--- src/rtl/list_pkg.sv ---
// list_pkg: linked-list layout shared by the list writer and list reader.
//   list_state_t - writer FSM states
//   LINK_OFS     - word offset of the link within a node
//   VAL_OFS      - word offset of the value within a node
//   NODE_STRIDE  - words per node
//   NULL_PTR     - link value that terminates a list
package list_pkg;

    typedef enum logic [2:0] {
        ST_IDLE,
        ST_ACCEPT,
        ST_WR_VAL,
        ST_WR_LINK,
        ST_DONE
    } list_state_t;

    localparam int unsigned LINK_OFS    = 0;
    localparam int unsigned VAL_OFS     = 1;
    localparam int unsigned NODE_STRIDE = 2;
    localparam int unsigned NULL_PTR    = 0;

endpackage

--- src/rtl/list_writer.sv ---
// list_writer: builds a null-terminated linked list in an external
// word-addressed RAM from a stream of values. Each node is a link word at
// base p and a value word at p+1. Nodes are allocated from address 0.
//   clk, rst             - clock, synchronous active-high reset
//   start                - begin a new list (sampled only when idle)
//   in_valid/in_data/in_last, in_ready - value stream handshake
//   mem_we/mem_addr/mem_wdata          - RAM write port
//   busy, done           - activity flag, one-cycle termination pulse
//   node_count, sum      - nodes written and their wrapping sum
//   overflow             - list truncated at RAM capacity (sticky)
module list_writer
    import list_pkg::*;
#(
    parameter int unsigned DATA_W = 32,
    parameter int unsigned ADDR_W = 8
) (
    input  logic              clk,
    input  logic              rst,
    input  logic              start,
    input  logic              in_valid,
    input  logic [DATA_W-1:0] in_data,
    input  logic              in_last,
    output logic              in_ready,
    output logic              mem_we,
    output logic [ADDR_W-1:0] mem_addr,
    output logic [DATA_W-1:0] mem_wdata,
    output logic              busy,
    output logic              done,
    output logic [ADDR_W-1:0] node_count,
    output logic [DATA_W-1:0] sum,
    output logic              overflow
);

    // Highest node base that still leaves room for its value word.
    localparam logic [ADDR_W-1:0] MAX_P = {{(ADDR_W-1){1'b1}}, 1'b0};

    list_state_t       state;
    logic [ADDR_W-1:0] ptr;
    logic [DATA_W-1:0] data_q;
    logic              last_q;
    logic [ADDR_W-1:0] next_ptr;
    logic              terminate;

    always_comb begin
        next_ptr  = ptr + ADDR_W'(NODE_STRIDE);
        terminate = last_q || (ptr == MAX_P);
    end

    // Memory outputs are loaded on the edge entering the write states so
    // they are valid in the same cycle as mem_we.
    always_ff @(posedge clk) begin
        if (rst) begin
            state      <= ST_IDLE;
            ptr        <= '0;
            data_q     <= '0;
            last_q     <= 1'b0;
            in_ready   <= 1'b0;
            mem_we     <= 1'b0;
            mem_addr   <= '0;
            mem_wdata  <= '0;
            busy       <= 1'b0;
            done       <= 1'b0;
            node_count <= '0;
            sum        <= '0;
            overflow   <= 1'b0;
        end else begin
            unique case (state)
                ST_IDLE: begin
                    if (start) begin
                        ptr        <= '0;
                        node_count <= '0;
                        sum        <= '0;
                        overflow   <= 1'b0;
                        in_ready   <= 1'b1;
                        busy       <= 1'b1;
                        state      <= ST_ACCEPT;
                    end
                end
                ST_ACCEPT: begin
                    if (in_valid) begin
                        data_q    <= in_data;
                        last_q    <= in_last;
                        in_ready  <= 1'b0;
                        mem_we    <= 1'b1;
                        mem_addr  <= ptr + ADDR_W'(VAL_OFS);
                        mem_wdata <= in_data;
                        state     <= ST_WR_VAL;
                    end
                end
                ST_WR_VAL: begin
                    sum       <= sum + data_q;
                    mem_addr  <= ptr + ADDR_W'(LINK_OFS);
                    mem_wdata <= terminate ? DATA_W'(NULL_PTR) : DATA_W'(next_ptr);
                    state     <= ST_WR_LINK;
                end
                ST_WR_LINK: begin
                    node_count <= node_count + 1'b1;
                    mem_we     <= 1'b0;
                    mem_addr   <= '0;
                    mem_wdata  <= '0;
                    if (terminate) begin
                        // Not last means the RAM ran out of node slots.
                        overflow <= !last_q;
                        done     <= 1'b1;
                        state    <= ST_DONE;
                    end else begin
                        ptr      <= next_ptr;
                        in_ready <= 1'b1;
                        state    <= ST_ACCEPT;
                    end
                end
                ST_DONE: begin
                    done  <= 1'b0;
                    busy  <= 1'b0;
                    state <= ST_IDLE;
                end
                default: state <= ST_IDLE;
            endcase
        end
    end

endmodule
--- config.mk ---
export PLATFORM = sky130hd
export DESIGN_NAME = list_writer
export DESIGN_NICKNAME = d
export VERILOG_FILES = /design/src/rtl/list_pkg.sv /design/src/rtl/list_writer.sv
export SDC_FILE = /design/constraint.sdc
export NUM_CORES = 1
export LEC_CHECK = 0
export ABC_AREA = 1
export BUFFER_PORTS_ARGS = -buffer_cell sky130_fd_sc_hd__buf_2
export CORE_MARGIN = 3
export CORE_UTILIZATION = 27
export DETAILED_ROUTE_END_ITERATION = 7
export SETUP_SLACK_MARGIN = 0.1
export SYNTH_ARGS = -nofsm -noshare
export SYNTH_HDL_FRONTEND = slang
export SYNTH_SLANG_ARGS = --single-unit
--- constraint.sdc ---
create_clock -name clk -period 1.8 [get_ports clk]
set_clock_uncertainty 0.2 [all_clocks]
set_input_delay 0.27 -clock clk [delete_from_list [all_inputs] [get_ports clk]]
set_output_delay 0.27 -clock clk [all_outputs]
set_load 0.05 [all_outputs]
**After elaboration in Yosys (flattened, before gate mapping)**

Index checks and enable logic that the tools add are counted.

- Bits in registers: 129
- Word-level logic and storage cells: 74
- Bits of input ports: 37
- Output and inout bits: 85

- Add/subtract/negate cells: 4
- Reduce and logical (&&, ||, !) cells: 21
- Equal/unequal tests: 9
- Multiplexer cells: 27

Operators with widths:

| cell | count |
|---|---|
| $pmux 32 s3 | 1 |
| $mux 32 | 2 |
| $pmux 32 s2 | 1 |
| $add 32x32->32 | 1 |
| $mux 8 | 4 |
| $pmux 8 s2 | 2 |
| $pmux 8 s3 | 1 |
| $add 8x1->8 const B | 2 |
| $reduce_and 2->1 | 8 |
| $pmux 3 s4 | 1 |
| $reduce_bool 2->1 | 5 |
| $mux 3 | 3 |
| $add 8x2->8 const B | 1 |
| $eq 8x8->1 const B | 1 |
| $ne 2x2->1 const B | 4 |
| $pmux 1 s2 | 4 |
| $mux 1 | 7 |
| $eq 3x2->1 const B | 2 |
| $reduce_and 3->1 | 2 |
| $reduce_bool 3->1 | 2 |
| $reduce_and 4->1 | 1 |
| $eq 3x1->1 const B | 1 |
| $eq 3x3->1 const B | 1 |
| $logic_not 3->1 | 1 |
| other kinds (3) | 3 |

**Logic depth before layout (Yosys ltp)**

- Depth in word-level cells: 4
- Gate-level depth with buffers: 14
- Depth with buffers taken out: 14

**Worst setup path after synthesis**

OpenSTA, ideal clock, no wires.

- Path type: register to register
- Start point: register sum[0]
- End point: register sum[28]
- Slack: -0.579 ns
- Data required time: 1.468 ns
- Data arrival time: 2.047 ns
- Buffers on the path: 0
- Cell stages (with the launch flop): 14
- Period minus slack after synthesis: 2.379 ns
- Setup time: 0.132 ns
- Cell sequence: dfxtp_1 -> ha_1 -> inv_1 -> fa_1 -> inv_1 -> nand3_1 -> nand3_1 -> nand3_1 -> nand3_1 -> nand2_1 -> nand2_1 -> nand2_1 -> nand3_1 -> a21oi_1

- Cells in the longest elaborated chain, start to end: 2

RTL lines:

| what | RTL line | source |
|---|---|---|
| start, declared | list_writer.sv:30 | `output logic [DATA_W-1:0] sum,` |
| start signal, assigned | list_writer.sv:91 | `sum <= sum + data_q;` |
| $add 32x32->32 | list_writer.sv:91 |  |
| $pmux 32 s2 | list_writer.sv:67 | `unique case (state)` |

Every way passes these cells.
A chain may end at the register's enable or synchronous reset.

**Worst setup path after layout**

- Start point: register sum[0]
- End point: register sum[4]

Same word-level chain as after synthesis.

==> reports/summary.txt <==
Status -> complete, but fails checks
Failing checks -> setup timing
Max Buffers Root-to-Sink -> 2
Drc violations -> 0
Ys flop type -> dfxtp_1
Worst slew margin -> 0.593
Largest net degree at the start of global routing -> 63
Post-synthesis compound-gate area fraction -> 0.149
Buffers on Ports -> 121
Synth Area in XOR/XNOR -> 0.00632
Synth Warn # -> 0
Asr flop ratio synth -> 0
Die area -> 0.0276 sq mm
Row count -> 58
WL/cell -> 15.6 microns
Die Ht -> 166 microns
Ports -> 122
Final Max Slew Viols -> 0
Via Count -> 8032
Arr. time, crit path -> 2080 ps
Area share of fa/ha/maj cells after synthesis -> 0.0624
Most common cell after layout, fill and taps aside -> nand2_1
EDFF count, synth -> 0
Post-synthesis simple-gate area fraction -> 0.316
Worst-Margin Slew -> 609 ps
Initial DRC Count -> 454
Leakage power -> 5.47 nW
Cell Pwr Density -> 720 mW/mm^2
Fin. Hold Viols -> 0
Grt total ovfl -> 0
Switching portion of total power -> 0.322
Cell area after synthesis -> 0.00693 sq mm
WP data required -> 1900 ps
Register area share after synthesis -> 0.370
Initial antenna violation count -> 0
Root Buffer Master -> clkbuf_16
Syn_nets -> 1154
First-pass GRT wire length -> 39800 microns
1st-pass router iterations -> 5
Post-Syn Instances -> 1083
Setup crit end kind -> flop
Comb pwr share -> 0.248
Width of the die -> 166 microns
Post-route clock period utilization -> 1.10
Share of layout cells above drive strength 1 -> 0.503
Worst-path cell chain -> ha_4, inv_2, fa_2, inv_4, nand3_4, nand3_4, buf_4, buf_6, buf_6, or2_4, nand3_2, a21oi_2
Largest family of logic cells by synthesized area -> simple AND/OR/NAND/NOR gates
Starting Density -> 0.275
Register bit total from synthesis -> 128
H-tree depth -> 4
Maxcap violations -> 0
Routed WL -> 26700 microns
Layout area overhead -> 71.0%
Skew-Pair Late Insertion Delay -> 420 ps
RSZ-0062 raised after global routing -> yes
RD Place Congestion -> 0.905
Cell variety after synth -> 33
Vias in the first global route -> 7506
Hold Path Class -> input port to flop
ANT nets after route -> 0
Setup violators final -> 27
Via/cell ratio -> 4.69
Slowest cell delay on critical path -> 350 ps
NetSw -> 2.75 mW
Sequential power share -> 0.361
Total Routing Usage GR -> 0.178
Fin nets -> 1441
Syn Area/Cell -> 6.40 sq um
Cells after DPL -> 1599
Fin crit period -> 1980 ps
Final setup margin -> -177 ps
Post-synthesis mux area share -> 0
Ant diodes -> 0
Crit path launch type -> flop
Non-Filler Instances -> 1713
Filler cells -> 2390
CTS Buf Count -> 17
CTS clock-pin slew for the worst setup and hold paths -> 60 ps
TritonCTS clock tree -> built
Clock power frac -> 0.391
Max FO, Critical Path -> 4
Most frequent cells in the layout -> nand2_1, buf_2, buf_4
Max VDD drop -> 0.640 mV
Post-DP HPWL -> 17800 microns
Sink Count -> 128
Highest Clock Rate -> 506 MHz
Core Region -> 0.0252 sq mm
Max stage delay cell, worst path -> dfxtp_4
Internal power -> 5.78 mW
Critical setup path kind -> flop to flop
Pwr Total -> 8.54 mW
==> worst max-delay path, delay by kind of cell (launching register included) <==
| kind | cells | cell delay [ps] |
|---|---|---|
| flip-flops | 1 | 350 |
| adder cells (fa/ha/maj) | 2 | 350 |
| AO/OA/AOI/OAI | 1 | 50 |
| buffers and inverters | 5 | 480 |
| AND/OR/NAND/NOR | 4 | 430 |
==> state kept, by name, indices dropped and copies added, names as in the netlist <==
| name | count |
|---|---|
| state | 3 |
| data_q | 32 |
| node_count | 8 |
| busy | 1 |
| mem_addr | 8 |
| in_ready | 1 |
| sum | 32 |
| ptr | 7 |
| done | 1 |
| mem_wdata | 32 |
| last_q | 1 |
| overflow | 1 |
| mem_we | 1 |
==> power by group through the flow <==
stage	logic [mW]	clock network [mW]	registers [mW]
floorplan	0.629	0	3.36
global placement	1.40	0	3.11
detailed placement	1.41	0	3.11
CTS	1.84	3.40	3.07
global route	2.24	3.52	3.09
finish	2.12	3.34	3.08
==> routing by layer <==
metal  up-vias  routed length [microns]  global-route usage
li1       4030                        -                   -
met1      3730                    12600               0.247
met2       224                    12200               0.284
met3        48                     1320              0.0298
met4         0                      600              0.0552
met5         -                        0                   0
==> Yosys cell counts (2+ instances only) <==
cell type / number / share of area
nand3_1: 63 / 0.045
buf_4: 4 / 0.0043
ha_1: 33 / 0.060
nor2_1: 71 / 0.038
clkbuf_1: 27 / 0.015
xnor2_1: 2 / 0.0025
inv_1: 135 / 0.073
dfxtp_1: 128 / 0.37
a211oi_1: 3 / 0.0032
a221oi_1: 2 / 0.0025
o21ai_0: 29 / 0.021
inv_2: 4 / 0.0022
o21ai_1: 3 / 0.0022
buf_2: 2 / 0.0014
a21o_1: 2 / 0.0022
or2_2: 6 / 0.0054
xor2_1: 3 / 0.0038
o21bai_1: 4 / 0.0043
nand3b_1: 5 / 0.0054
nand2_1: 385 / 0.21
nor3_1: 4 / 0.0029
nand4_1: 5 / 0.0045
a21oi_1: 153 / 0.11
==> worst paths after layout <==
check | slack, ps | startpoint | depth (start not counted) | to
max | -180 | sum[0] | 12 | sum[4]
min reg2reg | 260 | mem_wdata[19] | 2 | mem_wdata[19]
max reg2reg | -180 | sum[0] | 12 | sum[4]
min | 110 | start | 4 | state[1]
==> layout make-up <==
type / count / area, sq um / share of cell area
clock buffers: 22 / 495 / 0.0418
inverters: 139 / 548 / 0.0462
repair buffers: 302 / 2350 / 0.198
well taps: 330 / 413 / 0.0348
flip-flops and latches: 128 / 2730 / 0.231
clock inverters: 10 / 72.6 / 0.00612
multi-input cells: 782 / 5250 / 0.442
==> what timing repair did <==
action                     in CTS  in global routing
hold endpoints to repair       70                  2
hold buffers                   32                  2
setup endpoints to repair      82                 99
buffers inserted               27                 20
gates resized for setup       252                156
gates cloned                    3                  5
pin swaps                      77                 78
==> metrics by stage <==
step                cell area, sq um  utilization  setup TNS, ps  setup slack, ps  hold WS [ps]
floorplan                       7510            -           -857             -131           235
global placement                9210        0.366          -2060             -173           245
detailed placement              9210        0.366          -2790             -242           253
CTS                            11100        0.441          -1600             -148          30.3
global route                   11900        0.471          -6900             -261           115
finish                         11900        0.471          -2080             -177           113
==> cells by family (layout without fill, tap and decap cells) <==
| logic type | Yosys count | in the layout |
|---|---|---|
| flops | 128 | 128 |
| fa+ha+maj | 34 | 34 |
| compound gates | 199 | 199 |
| simple gates | 544 | 544 |
| xor+xnor | 5 | 5 |
| buf+inv | 173 | 473 |
No activity file was read; power rests on OpenSTA's default activity.
